`src/rtl/fetch_controller.sv`:
```
// fetch_controller: owns the fetch PC and issues requests to a shared,
// variable-latency instruction memory (one request outstanding at most).
// It feeds the IF/ID register, keeps one response in a hold buffer while
// decode is stalled, and squashes in-flight work on execute redirects.
module fetch_controller #(
    parameter int unsigned          WORD_SIZE  = 32,
    parameter logic [WORD_SIZE-1:0] PC_INITIAL = '0
) (
    input  logic                 clk,
    input  logic                 rst,
    input  logic                 PCSrcE,
    input  logic [WORD_SIZE-1:0] PCTargetE,
    input  logic                 StallD,
    output logic                 imem_req,
    output logic [WORD_SIZE-1:0] imem_addr,
    input  logic                 imem_ready,
    input  logic                 imem_valid,
    input  logic [WORD_SIZE-1:0] imem_rdata,
    output logic [WORD_SIZE-1:0] InstrD,
    output logic [WORD_SIZE-1:0] PCD,
    output logic [WORD_SIZE-1:0] PCPlus4D,
    output logic                 ValidD
);

    typedef enum logic [1:0] {
        ST_REQ  = 2'd0,
        ST_WAIT = 2'd1,
        ST_HOLD = 2'd2
    } state_t;

    localparam logic [WORD_SIZE-1:0] PC_STEP    = WORD_SIZE'(4);
    localparam logic [WORD_SIZE-1:0] ALIGN_MASK = {{(WORD_SIZE-2){1'b1}}, 2'b00};

    state_t                 state_q,     state_d;
    logic [WORD_SIZE-1:0]   pcf_q,       pcf_d;
    logic [WORD_SIZE-1:0]   pc_issued_q, pc_issued_d;
    logic                   squash_q,    squash_d;
    logic [WORD_SIZE-1:0]   instrd_q,    instrd_d;
    logic [WORD_SIZE-1:0]   pcd_q,       pcd_d;
    logic [WORD_SIZE-1:0]   pcplus4d_q,  pcplus4d_d;
    logic                   validd_q,    validd_d;
    logic [WORD_SIZE-1:0]   hold_instr_q, hold_instr_d;
    logic [WORD_SIZE-1:0]   hold_pc_q,    hold_pc_d;

    logic [WORD_SIZE-1:0]   issued_plus4;
    logic [WORD_SIZE-1:0]   hold_plus4;

    assign issued_plus4 = pc_issued_q + PC_STEP;
    assign hold_plus4   = hold_pc_q + PC_STEP;

    // Memory request side comes straight from registered state only
    assign imem_req  = (state_q == ST_REQ) && !rst;
    assign imem_addr = pcf_q;

    assign InstrD   = instrd_q;
    assign PCD      = pcd_q;
    assign PCPlus4D = pcplus4d_q;
    assign ValidD   = validd_q;

    // Next-state, fetch PC, hold buffer and decode register update
    always_comb begin
        state_d      = state_q;
        pcf_d        = pcf_q;
        pc_issued_d  = pc_issued_q;
        squash_d     = squash_q;
        instrd_d     = instrd_q;
        pcd_d        = pcd_q;
        pcplus4d_d   = pcplus4d_q;
        validd_d     = validd_q;
        hold_instr_d = hold_instr_q;
        hold_pc_d    = hold_pc_q;

        // Decode drains when not stalled; overwritten below if a word arrives
        if (!StallD) begin
            validd_d = 1'b0;
        end

        if (PCSrcE) begin
            pcf_d    = PCTargetE & ALIGN_MASK;
            validd_d = 1'b0;
            case (state_q)
                ST_WAIT: begin
                    // A response arriving in the redirect cycle closes the
                    // outstanding request, so there is nothing left to squash
                    if (imem_valid) begin
                        state_d  = ST_REQ;
                        squash_d = 1'b0;
                    end else begin
                        state_d  = ST_WAIT;
                        squash_d = 1'b1;
                    end
                end
                default: begin
                    state_d = ST_REQ;
                end
            endcase
        end else begin
            case (state_q)
                ST_REQ: begin
                    if (imem_ready) begin
                        pc_issued_d = pcf_q;
                        state_d     = ST_WAIT;
                    end
                end
                ST_WAIT: begin
                    if (imem_valid) begin
                        if (squash_q) begin
                            squash_d = 1'b0;
                            state_d  = ST_REQ;
                        end else if (!validd_q || !StallD) begin
                            instrd_d   = imem_rdata;
                            pcd_d      = pc_issued_q;
                            pcplus4d_d = issued_plus4;
                            validd_d   = 1'b1;
                            pcf_d      = issued_plus4;
                            state_d    = ST_REQ;
                        end else begin
                            hold_instr_d = imem_rdata;
                            hold_pc_d    = pc_issued_q;
                            pcf_d        = issued_plus4;
                            state_d      = ST_HOLD;
                        end
                    end
                end
                ST_HOLD: begin
                    if (!StallD) begin
                        instrd_d   = hold_instr_q;
                        pcd_d      = hold_pc_q;
                        pcplus4d_d = hold_plus4;
                        validd_d   = 1'b1;
                        state_d    = ST_REQ;
                    end
                end
                default: begin
                    state_d = ST_REQ;
                end
            endcase
        end
    end

    // State registers with synchronous reset
    always_ff @(posedge clk) begin
        if (rst) begin
            state_q      <= ST_REQ;
            pcf_q        <= PC_INITIAL;
            pc_issued_q  <= PC_INITIAL;
            squash_q     <= 1'b0;
            instrd_q     <= '0;
            pcd_q        <= PC_INITIAL;
            pcplus4d_q   <= '0;
            validd_q     <= 1'b0;
            hold_instr_q <= '0;
            hold_pc_q    <= PC_INITIAL;
        end else begin
            state_q      <= state_d;
            pcf_q        <= pcf_d;
            pc_issued_q  <= pc_issued_d;
            squash_q     <= squash_d;
            instrd_q     <= instrd_d;
            pcd_q        <= pcd_d;
            pcplus4d_q   <= pcplus4d_d;
            validd_q     <= validd_d;
            hold_instr_q <= hold_instr_d;
            hold_pc_q    <= hold_pc_d;
        end
    end

endmodule

```
`config.mk`:
```
export PLATFORM = sky130hd
export DESIGN_NAME = fetch_controller
export DESIGN_NICKNAME = d
export VERILOG_FILES = /design/src/rtl/fetch_controller.sv
export SDC_FILE = /design/constraint.sdc
export NUM_CORES = 1
export LEC_CHECK = 0
export CAP_MARGIN = 20
export CORE_UTILIZATION = 35
export DETAILED_ROUTE_END_ITERATION = 7
export PLACE_DENSITY = 0.6
export SKIP_LAST_GASP = 1
export SYNTH_ARGS = -nofsm -noshare
export SYNTH_HDL_FRONTEND = slang
export SYNTH_SLANG_ARGS = --single-unit
```
`constraint.sdc`:
```
create_clock -name clk -period 2.3 [get_ports clk]
set_clock_uncertainty 0.2 [all_clocks]
set_input_delay 0.46 -clock clk [delete_from_list [all_inputs] [get_ports clk]]
set_output_delay 0.46 -clock clk [all_outputs]
set_load 0.01 [all_outputs]
```
==> results of run 1 <==
## per-layer routing
layer / track usage, % / vias up / part of all wire [%]
met5: 0 / - / 0
met4: 8.01 / 0 / 3.6
met3: 5.51 / 74 / 8.2
met2: 34.4 / 398 / 45
met1: 28.5 / 4902 / 43
li1: - / 5076 / -
## how the worst max path moves through the flow
stage                   end  slack, ns             from
2_1_floorplan    InstrD[10]       0.07       state_q[0]
3_3_place_gp         PCD[2]      -0.23           StallD
3_5_place_dp   PCPlus4D[21]      -0.29           StallD
4_1_cts            imem_req      -0.06       state_q[0]
5_1_grt        PCPlus4D[24]      -0.07  pc_issued_q[12]
6_report       PCPlus4D[25]      -0.01  pc_issued_q[12]
## cells by family (layout without fill, tap and decap cells)
kind of cell / after synthesis / after routing / synth area share (%)
flip-flops: 226 / 226 / 42.6
XOR/XNOR: 20 / 20 / 1.65
AO/OA/AOI/OAI: 312 / 312 / 19.0
buffers and inverters: 141 / 388 / 5.97
adder cells (fa/ha/maj): 5 / 5 / 0.589
multiplexers: 70 / 70 / 6.60
AND/OR/NAND/NOR: 529 / 529 / 23.7
## layout make-up
| type | instances | area [µm²] |
|---|---|---|
| Fill cell | 2864 | 14900 |
| Sequential cell | 226 | 4530 |
| Tap cell | 390 | 488 |
| Inverter | 17 | 63.8 |
| Clock inverter | 11 | 158 |
| Timing Repair Buffer | 326 | 3230 |
| Clock buffer | 34 | 752 |
| Multi-Input combinational cell | 936 | 5680 |
## power by group
group	switching, µW	total (µW)	internal, µW
sequential	79.6	4100	4020
clock	1690	4410	2730
combinational	442	904	462
total	2210	9420	7210
## worst max-delay path, cell delays in order (launching register included)
cell and delay (ns):
dfxtp_2 0.33, nand4_1 0.23, or4_4 0.57, buf_12 0.17, o31a_1 0.32, nor3_2 0.18, buf_4 0.15, o31ai_2 0.05
## placed cells by master (no fill, tap or decap), types with 7 or more instances in the layout
master	n
nand2_1	259
dfxtp_1	221
clkdlybuf4s50_1	194
a21oi_1	128
buf_4	103
nor2_1	87
mux2i_1	69
a211oi_1	63
nor3_1	32
nand3_1	29
clkbuf_16	29
o21ai_0	28
o211ai_1	23
nand3b_1	21
buf_12	17
inv_1	15
nand4_1	15
nor4_1	15
o31a_1	13
nor3_2	10
o22ai_1	10
xor2_1	10
xnor2_1	10
nand2b_1	9
o31ai_1	9
and4_1	8
o31a_2	8
nor4_2	7
## synth_stat cells (all sizes together) (11+ instances only)
cell type / n / area share, %
nand2: 259 / 9.1
nand3b: 21 / 1.5
nor2: 87 / 3.1
o31ai: 16 / 1.2
o31a: 21 / 1.8
nand4: 17 / 1.1
mux2i: 69 / 6.5
nand3: 31 / 1.5
clkbuf: 90 / 3.5
nor4: 27 / 2.4
a211oi: 64 / 4.5
dfxtp: 226 / 43
buf: 33 / 1.8
nand2b: 11 / 0.65
a21oi: 128 / 6.0
nor3: 43 / 2.1
inv: 17 / 0.60
o211ai: 23 / 1.6
o21ai: 28 / 1.3
## registers in the layout, summed over array words and instances, names as in the netlist
signal,cells
InstrD,32
PCD,32
hold_instr_q,32
hold_pc_q,32
imem_addr,32
pc_issued_q,32
PCPlus4D,30
state_q,2
ValidD,1
squash_q,1
## what timing repair did
item	CTS	global route
setup buffers	1	6
hold endpoints to repair	1	0
cloned	0	3
pin swaps	5	14
hold buffers	1	0
setup endpoints to repair	11	102
resized for setup	11	42
## through the flow
step	TNS (ns)	cells	hold WS (ns)	total power, µW
detailed placement	-27.60	1884	0.247	5040
floorplan	0	1303	0.236	4550
global placement	-22.46	1884	0.241	5030
CTS	-0.144	1931	0.189	9450
global route	-0.327	1940	0.214	9730
finish	-0.0252	1940	0.201	9420
==> summary.md, run 1 <==
| Metric | Value |
|---|---|
| Clock transition at path regs | `about 0.060 ns` |
| Min-delay src | `PCSrcE` |
| Final WL | `35000 µm` |
| Status | `finished with violations` |
| CTS max path bufs | `3` |
| Critical Path AT | `2.54 ns` |
| Slew @ Worst Pin | `0.597 ns` |
| Placed instance area | `13600 µm²` |
| Final-report hold violation count | `0` |
| Placer Congestion | `0.869` |
| Die area | `31100 µm²` |
| CTS Root Cell | `clkbuf_16` |
| Post-layout util | `between 50% and 60%` |
| Post-synthesis async set-or-reset flop share | `0%` |
| CTS Buf Count | `26` |
| Leak pwr | `0.00488 µW` |
| EDFF count, synth | `0` |
| Post-DP HPWL | `~24000 µm` |
| Achievable frequency | `432 MHz` |
| Clock Sinks | `226` |
| Slew Limit Fails | `0` |
| Global-route wire length before repair | `53800 µm` |
| Post-route cell area | `between 10000 and 15000 µm²` |
| CP max FO | `13` |
| ANT cells | `0` |
| First-pass detailed-route iteration total | `7` |
| Peak VDD IR | `between 0.0005 and 0.0006 V` |
| Core area | `29800 µm²` |
| Pwr/cell area | `around 630 nW/µm²` |
| Max-slew headroom | `between 60% and 70%` |
| Max cap viols | `0` |
| Kind of critical path | `reg2reg` |
| Die Ht | `~180 µm` |
| Routed vias | `10450` |
| Post-synthesis area per instance | `8.16 µm²` |
| Unrepaired setup endpoints after global routing | `true` |
| Crit path launch type | `flip-flop` |
| Main flop type after synthesis | `dfxtp_1` |
| # port buffers | `197` |
| Number of global-route vias before repair | `9713` |
| Synth Cell Area | `10600 µm²` |
| Minimum clock period | `2.31 ns` |
| Register bit count reported by yosys | `226` |
| Congestion Overflow GR | `0` |
| Worst-Skew Late Latency | `0.54 ns` |
| Setup ws final | `-0.0149 ns` |
| I/O pins | `200` |
| Layout Area Growth over Synthesis | `40.2%` |
| Die X | `176 µm` |
| Netlist cell types | `62` |
| Synth warn | `0` |
| WL/cell | `18.0 µm` |
| Final Cycle Share | `101%` |
| Synthesized net count | `about 1400` |
| Seq/Total Area, Yosys | `42.6%` |
| R2R Path End | `PCPlus4D[25]` |
| Syn Inst Count | `1303` |
| WHS Path Cells | `4` |
| FF-to-FF setup slack | `-0.01 ns` |
| Reg-to-reg startpoint | `pc_issued_q[12]` |
| Total global routing track utilization | `approximately 22%` |
| Worst Hold Class | `in2reg` |
| Largest net degree at the start of global routing | `128` |
| CTS tree | `yes` |
| Initial DRC Count | `between 800 and 900` |
| Share of cells above drive strength 1 | `15.5%` |
| Setup WS pre-CTS | `-0.292 ns` |
| Initial core utilization | `35.7%` |
| Number of H-tree levels | `1` |
| Final ANT Viol Nets | `0` |
| Hold Path End | `imem_addr[20]` |
| CP Data Required Time | `2.52 ns` |
| Row count | `63` |
| Initial antenna violation count | `0` |
| CP Capture Type | `flip-flop` |
| R2r worst-path depth | `7` |
| Failing checks | `setup timing` |
| Via-per-instance ratio | `5.39` |
| Final setup violation count | `2` |
| DRC violations left | `0` |
| NumNets Final | `1608` |
No activity file was read; power rests on OpenSTA's default activity.
==> run 2: changes to the inputs <==
--- a/config.mk
+++ b/config.mk
@@ -5,10 +5,13 @@
 export SDC_FILE = /design/constraint.sdc
 export NUM_CORES = 1
 export LEC_CHECK = 0
+export ABC_AREA = 1
 export CAP_MARGIN = 20
 export CORE_UTILIZATION = 35
 export DETAILED_ROUTE_END_ITERATION = 7
+export HOLD_SLACK_MARGIN = 0.12
 export PLACE_DENSITY = 0.6
+export SETUP_SLACK_MARGIN = 0.5
 export SKIP_LAST_GASP = 1
 export SYNTH_ARGS = -nofsm -noshare
 export SYNTH_HDL_FRONTEND = slang
==> run 2 against run 1 <==
Compared with the run above:
- the run now ends clean
- area after synthesis is 0.16% lower
- non-clock buffer count is 24 higher
- core utilization is 6.3 points higher
- first-iteration DRC count is 35% higher
- routed wire length is 29% higher
- total power is 3.7% higher
- synthesized cell count is 21% higher
- worst hold slack better by 0.061 ns
- sequential power is 3% higher
- sequential share of layout area is 2.7 points lower
- critical endpoint is now InstrD[26]
- largest cell class unchanged
- highest routed layer unchanged
==> summary.md, run 2 <==
| Metric | Value |
|---|---|
| Max-slew headroom | `47.7%` |
| Final setup violation count | `0` |
| Post-placement cell count | `2124` |
| Non-filler cells in the finished layout | `around 2300` |
| Pwr/cell area | `roughly 580 nW/µm²` |
| Minimum clock period | `2.08 ns` |
| Number of H-tree levels | `1` |
| Leak pwr | `0.00665 µW` |
| Area of the multi-input gates | `between 6000 and 7000 µm²` |
| Final-report hold violation count | `0` |
| Synth top cells by count | `nand2_1, dfxtp_1, nor2_1` |
| Routed vias | `12074` |
| Max cap viols | `0` |
| Number of global-route vias before repair | `10614` |
| Initial DRC Count | `1084` |
| # port buffers | `197` |
| Die Ht | `176 µm` |
| Post-synthesis area per instance | `6.74 µm²` |
| Syn Inst Count | `1574` |
| Crit path launch type | `flip-flop` |
| Post-synthesis async set-or-reset flop share | `0%` |
| ANT cells | `0` |
| Seq. cell area | `between 4000 and 5000 µm²` |
| Synth area leader | `dfxtp_1` |
| Critical Path AT | `2.34 ns` |
| Synth top area cells | `dfxtp_1, nand2_1, o21ai_0` |
| Register bit count reported by yosys | `between 200 and 250` |
| EDFF count, synth | `0` |
| Commonest non-fill, non-tap cell in the layout | `nand2_1` |
| Post-DP HPWL | `24800 µm` |
| Hold buffer count at cts | `0` |
| DRC violations left | `0` |
| Achievable frequency | `482 MHz` |
| Clock transition at path regs | `approximately 0.060 ns` |
| Status | `finished, final reports clean` |
| CP Capture Type | `flip-flop` |
| Slew @ Worst Pin | `0.785 ns` |
| I/O pins | `200` |
| Reg-to-reg startpoint | `state_q[1]` |
| CTS max path bufs | `3` |
| Peak VDD IR | `around 0.00048 V` |
| Global-route wire length before repair | `~60000 µm` |
| Synthesized net count | `1649` |
| Final ANT Viol Nets | `0` |
| Top cell type's share of synthesized area | `42.6%` |
| Final WL | `~45000 µm` |
| Min-delay src | `PCPlus4D[25]` |
| Kind of critical path | `reg2reg` |
| Unrepaired setup endpoints after global routing | `true` |
| Number of fillers in the final layout | `2726` |
| Core area | `29700 µm²` |
| WL/cell | `20.0 µm` |
| Via-per-instance ratio | `5.34` |
| Share of cells above drive strength 1 | `31.4%` |
| Congestion Overflow GR | `0` |
| Main flop type after synthesis | `dfxtp_1` |
| Most frequent cell after synthesis | `nand2_1` |
| CTS Root Cell | `clkbuf_16` |
| NumNets Final | `around 1900` |
| WHS Path Cells | `2` |
| First-pass detailed-route iteration total | `5` |
| CTS Buf Count | `26` |
| Initial antenna violation count | `0` |
| Synth warn | `0` |
| CP Data Required Time | `between 2 and 3 ns` |
| Layout Area Growth over Synthesis | `57.6%` |
| Netlist cell types | `33` |
| Worst-Skew Late Latency | `0.55 ns` |
| Clock Sinks | `226` |
| Synth Cell Area | `roughly 11000 µm²` |
| Post-layout util | `between 50% and 60%` |
| Total global routing track utilization | `around a quarter` |
| Initial core utilization | `35.7%` |
| Worst Hold Class | `reg2reg` |
| Die X | `176 µm` |
| Row count | `63` |
| Worst Setup SP | `state_q[1]` |
| CP max FO | `6` |
| Die area | `a little over 30000 µm²` |
| Most frequent cells in the layout | `nand2_1, dfxtp_1, nor2_1, a21oi_1, inv_1` |
| Final Cycle Share | `90.3%` |
| R2r worst-path depth | `12` |
| Slew Limit Fails | `0` |
| CTS tree | `yes` |
| Placer Congestion | `roughly 0.92` |
| Seq/Total Area, Yosys | `42.6%` |
| Largest net degree at the start of global routing | `129` |
## run 2: per-layer routing
metal | part of all wire (%) | up-vias | global-route usage, %
met5 | 0 | - | 0
met4 | 3.2 | 0 | 7.83
met3 | 7.5 | 88 | 3.45
met2 | 45 | 525 | 37.4
met1 | 44 | 5692 | 34.7
li1 | - | 5769 | -
## run 2: power breakdown
part	leakage (µW)	internal (µW)	total [µW]	switching (µW)
Sequential	0.00187	4060	4210	149
Combinational	0.00435	603	1250	648
Clock	0.000428	2580	4300	1720
Total	0.00665	7250	9770	2520
## run 2: stage by stage
| stage | instance area [µm²] | setup slack (ns) | power (µW) | hold WS [ns] | setup TNS, ns |
|---|---|---|---|---|---|
| after floorplan | 10600 | 0.501 | 4680 | 0.240 | 0 |
| after global placement | 13300 | -0.109 | 5220 | 0.248 | -4.69 |
| after detailed placement | 13300 | -0.134 | 5230 | 0.252 | -6.67 |
| after CTS | 14700 | 0.228 | 9520 | 0.261 | 0 |
| after global routing | 16700 | 0.170 | 10100 | 0.277 | 0 |
| final | 16700 | 0.224 | 9770 | 0.262 | 0 |
## run 2: final cells by class
cell class | count | area share, %
multi-input cells | 1148 | 37.3
inverters | 100 | 2.48
repair inverters | 2 | 0.277
clock buffers | 41 | 4.77
flip-flops and latches | 226 | 27.7
repair buffers | 350 | 24.0
clock inverters | 4 | 0.441
well taps | 390 | 2.92
## run 2: cell families (layout without fill, tap and decap cells)
family | after synthesis | in the layout | synth area share (%)
simple gates | 766 | 767 | 29.0
fa+ha+maj | 5 | 5 | 0.590
flops | 226 | 226 | 42.6
xor+xnor | 18 | 18 | 1.49
buf+inv | 201 | 497 | 8.05
compound gates | 358 | 358 | 18.3
## run 2: worst max-delay path, cell delays in order, from the launching register on
cell	delay, ns
dfxtp_2	0.36
buf_6	0.11
ha_4	0.17
inv_4	0.04
o21ai_4	0.16
nor2_4	0.08
nand2_8	0.12
buf_12	0.14
clkinv_16	0.08
buf_6	0.12
buf_8	0.12
buf_16	0.14
a31oi_1	0.14
## run 2: final timing paths
path	slack [ns]	endpoint
setup reg to reg	0.22	InstrD[26]
setup / recovery	0.22	InstrD[26]
hold / removal	0.26	PCPlus4D[25]
hold reg to reg	0.26	PCPlus4D[25]
## run 2: timing repair
item	CTS	global route
resized for setup	394	472
endpoints found under the setup margin	342	312
buffers inserted	13	35
pin swaps	4	58
cloned	11	33
